File: config.mk
export PLATFORM = sky130hd
export DESIGN_NAME = gic_slave_mw
export DESIGN_NICKNAME = d
export VERILOG_FILES = /design/src/rtl/gic_slave_mw.sv
export SDC_FILE = /design/constraint.sdc
export NUM_CORES = 1
export LEC_CHECK = 0
export ABC_CLOCK_PERIOD_IN_PS = 5490
export CORE_ASPECT_RATIO = 1.4
export CORE_MARGIN = 3
export CORE_UTILIZATION = 42
export CTS_CLUSTER_DIAMETER = 150
export DETAILED_ROUTE_END_ITERATION = 7
export GPL_TIMING_DRIVEN = 1
export MAX_ROUTING_LAYER = met4
export PLACE_DENSITY = 0.73
export SLEW_MARGIN = 25
export SYNTH_ARGS = -nofsm -noshare
export SYNTH_HDL_FRONTEND = slang
export SYNTH_SLANG_ARGS = --single-unit
File: constraint.sdc
create_clock -name wbm_clk_i -period 5.49 [get_ports wbm_clk_i]
set_input_delay 0.8235 -clock wbm_clk_i [delete_from_list [all_inputs] [get_ports wbm_clk_i]]
set_output_delay 0.8235 -clock wbm_clk_i [all_outputs]
set_load 0.01 [all_outputs]
File: src/rtl/gic_slave_mw.sv
// gic_slave_mw: GIC link slave bridging request frames onto a classic Wishbone master.
//
// Receives a request frame over LANES 4-bit lanes and validates its checksum.
// It then runs one Wishbone cycle, guarded by a watchdog, and returns a
// checksummed response frame that carries a status code.
//
// Ports:
//   wbm_clk_i, wbm_rst_i       clock, asynchronous active-high reset
//   wbm_adr_o/dat_o/sel_o/we_o Wishbone request, held stable through the cycle
//   wbm_cyc_o/stb_o            asserted for the whole Wishbone cycle
//   wbm_cti_o/bte_o            classic cycle, constant zero
//   wbm_dat_i, wbm_ack_i/err_i/rty_i  read data and cycle termination
//   gic_dat_i / gic_dat_o      link receive / registered link transmit (W = 4*LANES)
module gic_slave_mw #(
  parameter int unsigned LANES   = 1,
  parameter int unsigned TIMEOUT = 255
) (
  input  logic                 wbm_clk_i,
  input  logic                 wbm_rst_i,
  output logic [31:0]          wbm_adr_o,
  output logic [31:0]          wbm_dat_o,
  output logic [3:0]           wbm_sel_o,
  output logic                 wbm_we_o,
  output logic                 wbm_cyc_o,
  output logic                 wbm_stb_o,
  output logic [2:0]           wbm_cti_o,
  output logic [1:0]           wbm_bte_o,
  input  logic [31:0]          wbm_dat_i,
  input  logic                 wbm_ack_i,
  input  logic                 wbm_err_i,
  input  logic                 wbm_rty_i,
  input  logic [4*LANES-1:0]   gic_dat_i,
  output logic [4*LANES-1:0]   gic_dat_o
);

  localparam int unsigned W    = 4 * LANES;
  localparam int unsigned NSYM = 32 / W;

  localparam logic [W-1:0] RepInit = {LANES{4'b1010}};
  localparam logic [W-1:0] RepRsp  = {LANES{4'b0101}};
  localparam logic [W-1:0] RepCk   = {LANES{4'b1100}};

  localparam logic [3:0] CodeAck   = 4'b0000;
  localparam logic [3:0] CodeErr   = 4'b0001;
  localparam logic [3:0] CodeRty   = 4'b0010;
  localparam logic [3:0] CodeBadck = 4'b0011;
  localparam logic [3:0] CodeTout  = 4'b0100;

  typedef enum logic [3:0] {
    StIdle, StCmd, StSel, StAdr, StDat, StCk, StWb, StRinit, StResp, StRdat, StRck
  } state_e;

  state_e       state_q, state_d;
  logic [3:0]   cnt_q, cnt_d;
  logic [31:0]  adr_q, adr_d;
  logic [31:0]  dat_q, dat_d;
  logic [3:0]   sel_q, sel_d;
  logic         we_q, we_d;
  logic [W-1:0] ck_q, ck_d;
  logic [3:0]   code_q, code_d;
  logic [31:0]  rdat_q, rdat_d;
  logic [31:0]  wd_q, wd_d;
  logic [W-1:0] tx_q, tx_d;

  logic [W-1:0] resp_sym;
  logic [W-1:0] rdat_sym;
  logic         last_sym;

  assign resp_sym = W'(code_q);
  assign rdat_sym = rdat_q[31 -: W];
  assign last_sym = (cnt_q == 4'(NSYM - 1));

  always_comb begin
    state_d = state_q;
    cnt_d   = cnt_q;
    adr_d   = adr_q;
    dat_d   = dat_q;
    sel_d   = sel_q;
    we_d    = we_q;
    ck_d    = ck_q;
    code_d  = code_q;
    rdat_d  = rdat_q;
    wd_d    = wd_q;
    tx_d    = '1;
    case (state_q)
      StIdle: begin
        if (gic_dat_i == RepInit) state_d = StCmd;
      end
      StCmd: begin
        we_d    = gic_dat_i[3];
        ck_d    = gic_dat_i;
        state_d = StSel;
      end
      StSel: begin
        sel_d   = gic_dat_i[3:0];
        ck_d    = ck_q ^ gic_dat_i;
        cnt_d   = '0;
        state_d = StAdr;
      end
      StAdr: begin
        // Shift left by a whole symbol; at W = 32 the shift clears the register.
        adr_d = (adr_q << W) | 32'(gic_dat_i);
        ck_d  = ck_q ^ gic_dat_i;
        if (last_sym) begin
          cnt_d   = '0;
          state_d = we_q ? StDat : StCk;
        end else begin
          cnt_d = cnt_q + 4'd1;
        end
      end
      StDat: begin
        dat_d = (dat_q << W) | 32'(gic_dat_i);
        ck_d  = ck_q ^ gic_dat_i;
        if (last_sym) begin
          cnt_d   = '0;
          state_d = StCk;
        end else begin
          cnt_d = cnt_q + 4'd1;
        end
      end
      StCk: begin
        wd_d = '0;
        if (gic_dat_i == (ck_q ^ RepCk)) begin
          state_d = StWb;
        end else begin
          code_d  = CodeBadck;
          state_d = StRinit;
        end
      end
      StWb: begin
        wd_d = wd_q + 32'd1;
        // A termination on the expiry cycle takes precedence over the timeout.
        if (wbm_err_i) begin
          code_d  = CodeErr;
          state_d = StRinit;
        end else if (wbm_rty_i) begin
          code_d  = CodeRty;
          state_d = StRinit;
        end else if (wbm_ack_i) begin
          code_d  = CodeAck;
          rdat_d  = wbm_dat_i;
          state_d = StRinit;
        end else if (TIMEOUT != 0 && wd_d == TIMEOUT) begin
          code_d  = CodeTout;
          state_d = StRinit;
        end
      end
      StRinit: begin
        tx_d    = RepRsp;
        state_d = StResp;
      end
      StResp: begin
        tx_d    = resp_sym;
        ck_d    = resp_sym ^ RepCk;
        cnt_d   = '0;
        state_d = (!we_q && code_q == CodeAck) ? StRdat : StRck;
      end
      StRdat: begin
        tx_d   = rdat_sym;
        ck_d   = ck_q ^ rdat_sym;
        rdat_d = rdat_q << W;
        if (last_sym) begin
          cnt_d   = '0;
          state_d = StRck;
        end else begin
          cnt_d = cnt_q + 4'd1;
        end
      end
      StRck: begin
        tx_d    = ck_q;
        state_d = StIdle;
      end
      default: state_d = StIdle;
    endcase
  end

  always_ff @(posedge wbm_clk_i or posedge wbm_rst_i) begin
    if (wbm_rst_i) begin
      state_q <= StIdle;
      cnt_q   <= '0;
      adr_q   <= '0;
      dat_q   <= '0;
      sel_q   <= '0;
      we_q    <= 1'b0;
      ck_q    <= '0;
      code_q  <= '0;
      rdat_q  <= '0;
      wd_q    <= '0;
      tx_q    <= '1;
    end else begin
      state_q <= state_d;
      cnt_q   <= cnt_d;
      adr_q   <= adr_d;
      dat_q   <= dat_d;
      sel_q   <= sel_d;
      we_q    <= we_d;
      ck_q    <= ck_d;
      code_q  <= code_d;
      rdat_q  <= rdat_d;
      wd_q    <= wd_d;
      tx_q    <= tx_d;
    end
  end

  // Cycle strobes follow the state register so reset drops them without a clock edge.
  assign wbm_cyc_o = (state_q == StWb);
  assign wbm_stb_o = wbm_cyc_o;
  assign wbm_adr_o = adr_q;
  assign wbm_dat_o = dat_q;
  assign wbm_sel_o = sel_q;
  assign wbm_we_o  = we_q;
  assign wbm_cti_o = 3'b000;
  assign wbm_bte_o = 2'b00;
  assign gic_dat_o = tx_q;

endmodule

==> metrics.cfg <==
[final_layout]
nets = 896
stdcell_count = 1101
drive_gt1_frac = 0.163
num_antenna_cells = 0
finish.utilization = 0.541
syn_to_final_growth_pct = 25.2
finalInstanceArea_um2 = 9460

[logic_synthesis]
synth.distinct_cells = 64
netlist_instances = 759
avgSynthCellArea_um2 = 9.95
ys_seq_area_frac = 0.504
synth_area_leaders = dfrtp_1 49%, mux2_2 11%, nand2_1 5.6%, o21ai_0 4.0%, nor2_1 2.8%
synth_top_cell_by_area = dfrtp_1
syn_area_um2 = 7550
yosysWarnings = 0
synth-edff-count = 0
synthArstFlopShare = 1.00
post-synth-top-count-cell = dfrtp_1
ys_top_cells_by_count = 148 x dfrtp_1, 113 x nand2_1, 71 x mux2_2
ys.flop_type = dfrtp_1
synth_top_area_frac = 0.490
synth.ff_latch_count = 152

[hold_path]
min_path_type = register to register

[worst_setup_path]
crit_path_max_incr_delay_ns = 0.75
crit_buf_inv = 4
reg2reg_slack_ns = 2.02
cp_cell_sequence = clkinv_1 > nor2_1 > nand2_1 > buf_4 > clkinv_1 > clkdlybuf4s50_1
cp.required_ns = 4.67
startpoint_type = register
path_class = register to primary output
cp_max_fo = 41
cp-end-kind = primary output
path_delay_family = buffers and inverters
cpMaxStageDelayCell = dfrtp_1
arrival_ns = 3.22
crit_top_cell = clkinv_1

[timing]
tns_ns = 0
drv_slew = 0
layout_setup_ws_ns = 1.45
max_freq_mhz = 247
worstMarginPinSlew_ns = 1.01
finClkSkew_ns = 0.0172
slew_headroom = 0.320
hold_violations = 0
period_needed_ns = 4.04
grt_setup_unrepaired = no
finalSetupViolations = 0
period_share = 0.737
fin_hold_ws_ns = 0.507

[power]
ir_drop_v = 0.000257
power.leakage_nw = 3.99
p_per_area_nw_per_um2 = 519
power_mw = 4.91

[placement]
hpwlAfterDp_um = 11500
numPortBuffers = 115
dp.cells = 1069
routabilityCongestion = 0.943
postPlaceCellArea_um2 = 8860
dp_slack_ns = 1.94

[die]
core_um2 = 17500
start_util = 0.432
dieHeight_um = 165
dieArea_um2 = 19700
dieWidth_um = 119
fp-row-count = 57
io_pins = 121

[global_route]
grt_remaining_overflow = 0
grt_pass1_vias = 5676
grt_pass1_wl_um = 27500
grt_max_degree = 54
antenna_found_initial = 0
grtUsageTotal = 0.175

[detailed_routing]
vias = 5991
drtIter0Drc = 327
drc = 0
drt_pass1_iterations = 5
finalWirelength_um = 16600
routed_via_density = 5.44
ant_nets = 0
wl_per_cell_um = 15.0

[clocking]
post_cts_buffers = 0
cts.clk_slew.worst_paths_ns = 0.07
cts-hold-fix-buffers = 0
ctsHtreeMaxLevel = 4
cts_resized = 0
clk_path_buf_depth = 2
clkSinkCount = 152
cts-root-buf = clkbuf_16
cts_buffers = 17
insertion_delay_ns = 0.42
cts_tree = done

[job]
max_cap_viol_count = 0

[run_status]
status = complete, no violations

[path summary, 6_finish.rpt]
check / start / to / depth (start not counted)
max: state_q[1] / wbm_stb_o / 6
min: wbm_adr_o[31] / wbm_adr_o[31] / 1
max reg2reg: state_q[1] / rdat_q[24] / 10
min reg2reg: wbm_adr_o[31] / wbm_adr_o[31] / 1
max in group asynchronous: wbm_rst_i / wd_q[0] / 3
min in group asynchronous: wbm_rst_i / wd_q[10] / 2
[power breakdown]
| part | switching [mW] | total (mW) | leakage (nW) | internal, mW |
|---|---|---|---|---|
| clock network | 0.537 | 1.15 | 0.288 | 0.613 |
| logic | 0.850 | 1.86 | 1.78 | 1.01 |
| registers | 0.356 | 1.90 | 1.92 | 1.54 |
| total | 1.74 | 4.91 | 3.99 | 3.17 |
[cells by family after synthesis]
kind of cell	Yosys count	synth area share
AO/OA/AOI/OAI	175	0.142
buffers and inverters	62	0.0394
flip-flops	152	0.504
adder cells (fa/ha/maj)	3	0.00497
other	1	0.000496
AND/OR/NAND/NOR	267	0.170
XOR/XNOR	26	0.0301
multiplexers	73	0.109
[metal layers]
metal,up-vias,share of wire,routed length [µm],track usage
met4,0,0.015,244,0.0578
met5,-,0,0,-
met1,2899,0.44,7230,0.216
met2,193,0.50,8260,0.293
met3,17,0.050,831,0.0336
li1,2882,-,-,-
[sequential cells by signal, summed over array words and instances, names as in the netlist]
register   flops
wbm_sel_o      4
wbm_adr_o     32
rdat_q        32
wbm_dat_o     32
state_q        4
wbm_we_o       1
wd_q          32
code_q         3
gic_dat_o      4
cnt_q          4
ck_q           4
[cells in the final DEF, fill, tap and decap left out, types with 7 or more instances in the layout]
master,n
a21oi_1,30
o21ai_0,59
nand2_1,112
xnor2_1,15
xor2_1,11
a31oi_1,34
nor3_1,7
nor2_1,55
o31ai_1,9
nand4_1,10
clkbuf_16,17
dfrtp_1,148
nand3_1,23
mux2_2,71
clkdlybuf4s50_1,115
buf_4,7
[cell type report]
| type | instances | area, µm² |
|---|---|---|
| sequential | 152 | 3810 |
| clock buffer | 17 | 425 |
| inverter | 9 | 38.8 |
| tap | 236 | 295 |
| clock inverter | 15 | 170 |
| timing repair buffer | 123 | 1230 |
| multi-input combinational | 549 | 3490 |
| fill | 1550 | 8010 |
(Power assumes the default switching activity.)
